--- config.mk ---
export PLATFORM = sky130hd
export DESIGN_NAME = collision_manager
export DESIGN_NICKNAME = d
export VERILOG_FILES = /design/src/rtl/asteroids_pkg.sv /design/src/rtl/hit_popcount.sv /design/src/rtl/collision_manager.sv
export SDC_FILE = /design/constraint.sdc
export NUM_CORES = 1
export LEC_CHECK = 0
export CAP_MARGIN = 20
export CORE_MARGIN = 4
export CORE_UTILIZATION = 50
export DETAILED_ROUTE_END_ITERATION = 6
export HOLD_SLACK_MARGIN = 0.1
export PLACE_DENSITY = 0.87
export SETUP_SLACK_MARGIN = 0.15
export SLEW_MARGIN = 10
export SYNTH_ARGS = -nofsm -noshare
export SYNTH_HDL_FRONTEND = slang
export SYNTH_SLANG_ARGS = --single-unit
--- constraint.sdc ---
create_clock -name clk -period 8.26 [get_ports clk]
set_input_delay 1.652 -clock clk [delete_from_list [all_inputs] [get_ports clk]]
set_output_delay 1.652 -clock clk [all_outputs]
set_load 0.02 [all_outputs]
--- src/rtl/asteroids_pkg.sv ---
// asteroids_pkg: shared screen limits, object index map and collision FSM states.
package asteroids_pkg;
  localparam int H_LIMIT = 660;
  localparam int V_LIMIT = 500;
  localparam int SHIP_IDX = 0;
  localparam int BULLET_BASE = 1;
  localparam int DEF_NB = 4;
  localparam int ROCK_BASE = 1 + DEF_NB;
  function automatic int rock_base(input int nb);
    return 1 + nb;
  endfunction
  typedef enum logic [1:0] {PLAY, RESOLVE, GAME_OVER} state_t;
endpackage

--- src/rtl/hit_popcount.sv ---
// hit_popcount: combinational population count of an N-bit hit vector.
module hit_popcount #(
  parameter int N  = 10,
  parameter int CW = $clog2(N + 1)
) (
  input  logic [N-1:0]  bits_i,
  output logic [CW-1:0] count_o
);
  always_comb begin
    count_o = '0;
    for (int i = 0; i < N; i++) count_o = count_o + CW'(bits_i[i]);
  end
endmodule

--- src/rtl/collision_manager.sv ---
// collision_manager: accumulates ship/bullet/rock collisions per frame and applies
// respawns, score, lives, invulnerability and game-over once per frame.
module collision_manager
  import asteroids_pkg::*;
#(
  parameter int NB            = 4,
  parameter int NR            = 10,
  parameter int SCORE_W       = 16,
  parameter int LIVES_W       = 2,
  parameter int START_LIVES   = 3,
  parameter int ROCK_POINTS   = 1,
  parameter int INVULN_FRAMES = 60,
  parameter int H_LIMIT       = asteroids_pkg::H_LIMIT,
  parameter int V_LIMIT       = asteroids_pkg::V_LIMIT
) (
  input  logic                 clk,
  input  logic                 reset_game,
  input  logic                 frame_end,
  input  logic [9:0]           px,
  input  logic [9:0]           py,
  input  logic                 ship_pix,
  input  logic [NB-1:0]        bullet_pix,
  input  logic [NR-1:0]        rock_pix,
  output logic [NB+NR:0]       obj_reset,
  output logic [SCORE_W-1:0]   score,
  output logic [LIVES_W-1:0]   lives,
  output logic                 invulnerable,
  output logic                 ship_hit,
  output logic                 game_over
);
  localparam int NO = 1 + NB + NR;
  localparam int CW = $clog2(NR + 1);
  localparam int IW = $clog2(INVULN_FRAMES + 2);
  localparam int SW = SCORE_W + 33;
  state_t state_q, state_d;
  logic [NB-1:0] bhit_q, bhit_d;
  logic [NR-1:0] rhit_q, rhit_d, rkill_q, rkill_d;
  logic [NO-1:0] offs_q, offs_d;
  logic shit_q, shit_d, rst_pend_q;
  logic [SCORE_W-1:0] score_q, score_d;
  logic [LIVES_W-1:0] lives_q, lives_d;
  logic [IW-1:0] inv_q, inv_d;
  logic [CW-1:0] rcnt;
  logic [SW-1:0] sum;
  logic accum, resolve, on, ship_en, last;
  hit_popcount #(.N(NR), .CW(CW)) u_pop (.bits_i(rhit_q), .count_o(rcnt));
  always_comb begin
    accum   = state_q == PLAY;
    resolve = state_q == RESOLVE;
    on      = (px < 10'(H_LIMIT)) && (py < 10'(V_LIMIT));
    ship_en = on && inv_q == '0;
    bhit_d  = accum ? bhit_q | ({NB{on & |rock_pix}} & bullet_pix) : '0;
    rhit_d  = accum ? rhit_q | ({NR{on & |bullet_pix}} & rock_pix) : '0;
    rkill_d = accum ? rkill_q | ({NR{ship_en & ship_pix}} & rock_pix) : '0;
    shit_d  = accum & (shit_q | (ship_en & ship_pix & |rock_pix));
    offs_d  = accum ? offs_q | ({NO{~on}} & {rock_pix, bullet_pix, ship_pix}) : '0;
    last    = shit_q && lives_q == LIVES_W'(1);
    state_d = resolve ? (last ? GAME_OVER : PLAY) : (accum && frame_end) ? RESOLVE : state_q;
    sum     = SW'(score_q) + SW'(ROCK_POINTS) * SW'(rcnt);
    score_d = !resolve ? score_q : |sum[SW-1:SCORE_W] ? '1 : sum[SCORE_W-1:0];
    lives_d = (resolve && shit_q) ? lives_q - LIVES_W'(1) : lives_q;
    inv_d   = !resolve ? inv_q : shit_q ? IW'(INVULN_FRAMES) : (inv_q != '0) ? inv_q - IW'(1) : inv_q;
  end
  always_ff @(posedge clk or posedge reset_game) begin
    if (reset_game) begin
      state_q    <= PLAY;
      bhit_q     <= '0;
      rhit_q     <= '0;
      rkill_q    <= '0;
      offs_q     <= '0;
      shit_q     <= 1'b0;
      rst_pend_q <= 1'b1;
      score_q    <= '0;
      lives_q    <= LIVES_W'(START_LIVES);
      inv_q      <= '0;
    end else begin
      state_q    <= state_d;
      bhit_q     <= bhit_d;
      rhit_q     <= rhit_d;
      rkill_q    <= rkill_d;
      offs_q     <= offs_d;
      shit_q     <= shit_d;
      rst_pend_q <= 1'b0;
      score_q    <= score_d;
      lives_q    <= lives_d;
      inv_q      <= inv_d;
    end
  end
  // Respawn pulses are all-ones while the post-reset edge is pending.
  assign obj_reset    = resolve ? ({rhit_q | rkill_q, bhit_q, shit_q} | offs_q) : {NO{rst_pend_q}};
  assign score        = score_q;
  assign lives        = lives_q;
  assign invulnerable = inv_q != '0;
  assign ship_hit     = resolve & shit_q;
  assign game_over    = state_q == GAME_OVER;
endmodule

==> results.py, run 1 <==
metrics = {
    "yosys": {
        "synth-main-ff-cell": "dfrtp_1",
        "yosysTopAreaCell": "dfrtp_1",
        "syn_area_per_cell_um2": 9.74,
        "synth-seq-cells": 67,
        "syn_area_um2": 3570,
        "syn_inst": 366,
        "ys_async_sr_fraction": 1.00,
        "synth_top_area_frac": 0.449,
        "yosys-top-cells-area": "dfrtp_1, a22o_1, nand2_1",
        "yosysWarnings": 0,
        "synth_edf_count": 0,
        "yosys.cell_types.count": 55,
        "ys_seq_area_frac": 0.471,
        "syn-num-nets": 422,
    },
    "route": {
        "drtPass1Iterations": 4,
        "routed_wl_um": 8460,
        "drcViolationCount": 0,
        "drtIter0Drc": 160,
        "viasPerCell": 5.72,
        "num_vias": 3057,
        "drtAntennaViolNets": 0,
        "post_drt_wl_per_cell_um": 15.8,
    },
    "sta": {
        "min_period_ps": 4850,
        "worst_slew_pin_slew_ps": 1060,
        "final-hold-violation-count": 0,
        "fmax_ghz": 0.206,
        "fin_skew_ps": 9.26,
        "drv_slew": 0,
        "rsz0062_at_grt": "false",
        "finalSetupTns_ps": 0,
        "setup_violations": 0,
        "post-route-period-util": 0.587,
        "relSlewSlack": 0.288,
    },
    "power_and_ir_drop": {
        "switching_share": 0.430,
        "seq_power_share": 0.290,
        "ir_drop_mv": 0.212,
        "p_leak_nw": 2.02,
        "p_per_area_nw_per_um2": 407,
        "p_int_mw": 1.05,
        "power.switching_mw": 0.795,
        "pwr-share-comb": 0.547,
        "pwr-share-clk": 0.163,
    },
    "clock_tree": {
        "numCtsBuffers": 9,
        "cts_tree": "yes",
        "cts_hold_repair.buffers": 0,
        "clock_latency_ps": 360,
        "post_cts_resized": 0,
        "cts_setup_buffers": 0,
        "htreeDepth": 3,
        "cts_sinks": 67,
        "cts.path.max_buffers": 2,
        "clk_pin_slew_worst_paths_ps": 80,
        "root_buffer": "clkbuf_8",
    },
    "status": {
        "outcome": "finished clean",
    },
    "worst_setup_path": {
        "crit_buf_inv": 1,
        "cp_common_cell": "fa_1",
        "cpPeakStageDelay_ps": 520,
        "cp_data_required_time_ps": 8530,
        "path_delay_family": "adder cells",
        "arrival_ps": 5120,
        "worstPathMaxFanout": 12,
        "path_class": "reg2reg",
        "crit_chain": "ha_1 > inv_1 > fa_1 > fa_1 > fa_1 > fa_1 > fa_1 > fa_1 > nand2b_1 > a2111oi_2 > nand2_1 > a31oi_1",
        "crit_path_end_kind": "flip-flop",
        "start_kind": "flip-flop",
        "critPathSlowestCell": "fa_1",
    },
    "flow_run": {
        "drv_cap": 0,
    },
    "global_routing": {
        "grt_max_degree": 68,
        "grt_pass1_vias": 3094,
        "grt_pass1_wl_um": 14400,
        "grt_overflow": 0,
        "grt_usage": 0.210,
        "antenna_found_initial": 0,
    },
    "placed_design": {
        "portBuffers": 69,
        "gp_congestion": 0.834,
        "dp_hpwl_um": 5970,
        "place_inst": 516,
        "dpl_cell_area_um2": 4320,
    },
    "finish": {
        "antenna_cells": 0,
        "finish.utilization": 0.662,
        "n_fill_cell": 537,
        "stdcell_area_um2": 4550,
        "final_cells": 534,
        "syn_to_final_growth_pct": 27.6,
        "nets": 489,
        "layout-drive-gt1-share": 0.0753,
    },
    "min_path": {
        "min_path_type": "reg2reg",
    },
    "floorplan": {
        "core_um2": 6870,
        "die_area_um2": 8550,
        "ioPinCount": 74,
        "die_height_um": 92.5,
        "num_rows": 30,
        "dieWidth_um": 92.5,
        "start_util": 0.519,
    },
}
[worst min-delay path: cells and delay by family, from the launching register on]
| kind | cells | cell delay, ps |
|---|---|---|
| DFF | 1 | 350 |
| AOI/OAI and AO/OA | 1 | 60 |
| and+or+nand+nor | 1 | 50 |
[synthesized netlist by cell type (2+ instances only)]
master,number
a32o_1,4
xnor2_1,2
nand2_1,45
o31ai_1,3
nor2_1,19
dfrtp_1,64
a211o_1,3
a22o_1,21
and2_1,10
nand3_1,6
o22ai_1,2
or4_1,2
ha_1,11
o21ai_0,22
or3_1,2
fa_1,7
nand2b_1,3
and3_1,3
inv_1,26
clkbuf_1,11
nor2b_1,3
mux2i_1,2
and4_1,2
a21oi_1,20
buf_2,3
and4b_1,2
nor4_1,3
a31oi_1,4
dfstp_2,3
nor3_1,19
xor2_1,3
nand4_1,7
o21ai_1,2
buf_6,2
a21o_1,2
o211ai_1,4
[logic make-up (layout without fill, tap and decap cells)]
group,count (synthesis),after routing,synth area share
and+or+nand+nor,134,134,0.196
AOI/OAI and AO/OA,94,94,0.181
DFF,67,67,0.471
buffers and inverters,44,116,0.0519
adders and majority gates,18,18,0.0779
xor gates and xnor gates,5,5,0.0123
muxes,3,3,0.00877
other,1,1,0.00105
[power groups by stage]
stage	Combinational, mW	Clock, mW	Sequential (mW)
2_1_floorplan	0.720	0	0.529
3_3_place_gp	0.953	0	0.533
3_5_place_dp	1.02	0	0.539
4_1_cts	1.02	0.307	0.533
5_1_grt	1.16	0.321	0.550
6_report	1.01	0.302	0.536
[routing by layer]
layer / track usage / wire length (um) / up-vias
li1: - / - / 1433
met1: 0.267 / 3670 / 1525
met2: 0.349 / 4250 / 85
met3: 0.0390 / 371 / 14
met4: 0.0965 / 161 / 0
met5: 0 / 0 / -
[final timing paths]
kind / start / depth (start not counted) / to / slack (ps)
setup / recovery: rhit_q[0] / 12 / score[7] / 3410
hold / removal: offs_q[11] / 2 / offs_q[11] / 480
setup reg to reg: rhit_q[0] / 12 / score[7] / 3410
hold reg to reg: offs_q[11] / 2 / offs_q[11] / 480
max in group asynchronous: reset_game / 3 / offs_q[1] / 5860
min in group asynchronous: reset_game / 3 / score[6] / 1870
[final cells by class]
type	instances	area, um^2	share of cell area
clock inverter	7	92.6	0.0203
inverter	26	97.6	0.0214
timing repair buffer	74	728	0.160
tap	96	120	0.0264
clock buffer	9	124	0.0272
multi-input combinational	255	1710	0.375
sequential	67	1680	0.369
[state kept, by name (all words and copies together), names as in the netlist]
register    cells
bhit_q          4
inv_q           6
lives           2
offs_q         15
rhit_q         10
rkill_q        10
rst_pend_q      1
score          16
shit_q          1
state_q         2
[stage by stage]
| stage | hold WS, ps | power, mW | worst slack (ps) |
|---|---|---|---|
| after floorplan | 451 | 1.25 | 3770 |
| after global routing | 515 | 2.03 | 3090 |
| final | 485 | 1.85 | 3410 |
| after CTS | 490 | 1.86 | 3390 |
| after global placement | 463 | 1.49 | 3510 |
| after detailed placement | 471 | 1.56 | 3400 |
[cell usage in the layout, fill, tap and decap left out, types with 3 or more instances in the layout]
cell	Yosys	layout
dfstp_2	3	3
nand2b_1	3	3
clkdlybuf4s50_1	0	69
fa_1	7	7
inv_1	26	25
o211ai_1	4	4
dfrtp_1	64	64
nand4_1	7	7
and2_1	10	10
o21ai_0	22	22
nor3_1	19	19
nor2b_1	3	3
nor2_1	19	18
nor4_1	3	3
ha_1	11	11
a22o_1	21	21
clkinvlp_4	0	3
nand2_1	45	45
buf_4	0	4
clkbuf_8	0	9
xor2_1	3	3
a31oi_1	4	4
nand3_1	6	6
and3_1	3	3
a21oi_1	20	20
a211o_1	3	3
o31ai_1	3	3
a32o_1	4	4
Power figures use the tool's default switching activity.
==> inputs of run 2 (changes only) <==
- clock period: 8.26 -> 4.8 ns (I/O delays scaled with it)
==> results.py, run 2 (synthesized netlist as in run 1, its figures left out) <==
metrics = {
    "power_and_ir_drop": {
        "p_per_area_nw_per_um2": 719,
        "power.switching_mw": 1.45,
        "switching_share": 0.439,
        "pwr-share-clk": 0.137,
        "p_leak_nw": 2.05,
        "pwr-share-comb": 0.585,
        "p_total_mw": 3.31,
        "seq_power_share": 0.278,
        "p_int_mw": 1.86,
        "ir_drop_mv": 0.331,
    },
    "sta": {
        "post-route-period-util": 0.938,
        "fin_skew_ps": 9.53,
        "drv_slew": 0,
        "finalSetupTns_ps": 0,
        "setup_violations": 0,
        "worst_slew_pin_slew_ps": 832,
        "relSlewSlack": 0.445,
        "fmax_ghz": 0.222,
        "final-hold-violation-count": 0,
        "rsz0062_at_grt": "false",
        "min_period_ps": 4500,
    },
    "worst_setup_path": {
        "crit_chain": "ha_1 > inv_1 > fa_1 > fa_1 > fa_1 > fa_2 > fa_1 > xor2_1 > ha_1 > buf_4 > nand2b_4 > a2111oi_4 > nand2_1 > buf_4 > a31oi_1",
        "cpPeakStageDelay_ps": 510,
        "start_kind": "flip-flop",
        "r2r_setup_slack_ps": 300,
        "path_class": "reg2reg",
        "endpoint": "score[7]",
        "arrival_ps": 4760,
        "crit_path_end_kind": "flip-flop",
        "r2r_end": "score[7]",
        "cp_data_required_time_ps": 5060,
        "worstPathMaxFanout": 5,
        "cp-startpoint": "rhit_q[0]",
        "r2r_start": "rhit_q[0]",
        "critPathSlowestCell": "fa_1",
        "cp_common_cell": "fa_1",
        "rr_worst_depth": 15,
    },
    "flow_run": {
        "drv_cap": 0,
    },
    "floorplan": {
        "die_height_um": 92.5,
        "dieWidth_um": 92.5,
        "die_area_um2": 8550,
        "num_rows": 30,
        "core_um2": 6870,
        "ioPinCount": 74,
        "start_util": 0.519,
    },
    "clock_tree": {
        "clk_pin_slew_worst_paths_ps": 70,
        "root_buffer": "clkbuf_8",
        "cts_hold_repair.buffers": 0,
        "cts_sinks": 67,
        "cts_tree": "yes",
        "cts.path.max_buffers": 2,
        "htreeDepth": 3,
        "clock_latency_ps": 340,
        "numCtsBuffers": 9,
    },
    "route": {
        "drtPass1Iterations": 4,
        "drtIter0Drc": 167,
        "drcViolationCount": 0,
        "post_drt_wl_per_cell_um": 16.3,
        "viasPerCell": 5.64,
        "num_vias": 3044,
        "routed_wl_um": 8780,
        "drtAntennaViolNets": 0,
    },
    "global_routing": {
        "grt_pass1_vias": 3105,
        "antenna_found_initial": 0,
        "grt_overflow": 0,
        "grt_max_degree": 40,
        "grt_usage": 0.215,
        "grt_pass1_wl_um": 14600,
    },
    "placed_design": {
        "dp_hpwl_um": 6040,
        "dpl_cell_area_um2": 4340,
        "gp_congestion": 0.834,
        "portBuffers": 69,
    },
    "status": {
        "outcome": "finished clean",
    },
    "finish": {
        "layout-drive-gt1-share": 0.0923,
        "nets": 495,
        "antenna_cells": 0,
        "syn_to_final_growth_pct": 29.2,
        "stdcell_area_um2": 4610,
        "largest_reg_flops": 16,
        "final_cell_mix": "clkdlybuf4s50_1, dfrtp_1, nand2_1",
        "final_common_cell": "clkdlybuf4s50_1",
    },
    "min_path": {
        "min_from": "offs_q[13]",
        "min_path_type": "reg2reg",
    },
}
run 2: changes by cell type in the layout (fill, tap and decap cells not counted), moves of 2 or more:
cell        previous run  this run
clkinvlp_4             3         0
clkbuf_1               0         2
fa_2                   0         2
buf_4                  4        10
fa_1                   7         5
run 2: timing repair:
item / in CTS / in global routing
gates resized for setup: 3 / 5
pin swaps: 0 / 4
buffers inserted: 0 / 2
endpoints found under the setup margin: 4 / 14
cloned: 0 / 0
run 2: layer usage:
metal / track usage / share of wire / vias to the layer above
li1: - / - / 1450
met1: 0.278 / 0.43 / 1486
met2: 0.347 / 0.50 / 96
met3: 0.0585 / 0.051 / 12
met4: 0.0767 / 0.016 / 0
met5: 0 / 0 / -
run 2: worst min-delay path by stage:
stage | to | cells after the start
after global routing | lives[0] | 1
after floorplan | offs_q[10] | 2
after CTS | offs_q[5] | 2
final | offs_q[13] | 2
after global placement | offs_q[13] | 2
after detailed placement | offs_q[5] | 2
run 2: worst max-delay path: cells and delay by family, from the launching register on:
kind	cells	cell delay, ps
AOI/OAI and AO/OA	2	480
xor gates and xnor gates	1	160
adders and majority gates	7	2790
buffers and inverters	3	390
and+or+nand+nor	2	200
DFF	1	410
run 2: layout make-up:
cell class	count	area, um^2
flip-flops and latches	67	1680
clock inverters	5	53.8
multi-input cells	255	1750
inverters	26	97.6
well taps	96	120
fillers	537	2260
clock buffers	11	131
repair buffers	80	773
run 2: power by group through the flow:
stage | Combinational, mW | Sequential, mW | Clock (mW)
final | 1.94 | 0.920 | 0.455
after detailed placement | 1.74 | 0.928 | 0
after global routing | 2.15 | 0.949 | 0.490
after global placement | 1.64 | 0.915 | 0
after CTS | 1.78 | 0.919 | 0.462
after floorplan | 1.24 | 0.911 | 0
run 2: metrics by stage:
| step | hold slack (ps) | utilization | cells | setup WS (ps) |
|---|---|---|---|---|
| final | 483 | 0.670 | 540 | 296 |
| after global routing | 517 | 0.670 | 540 | 112 |
| after CTS | 487 | 0.662 | 535 | 187 |
| after detailed placement | 471 | 0.632 | 519 | 107 |
| after global placement | 463 | 0.632 | 519 | 226 |
| after floorplan | 451 | - | 366 | 307 |
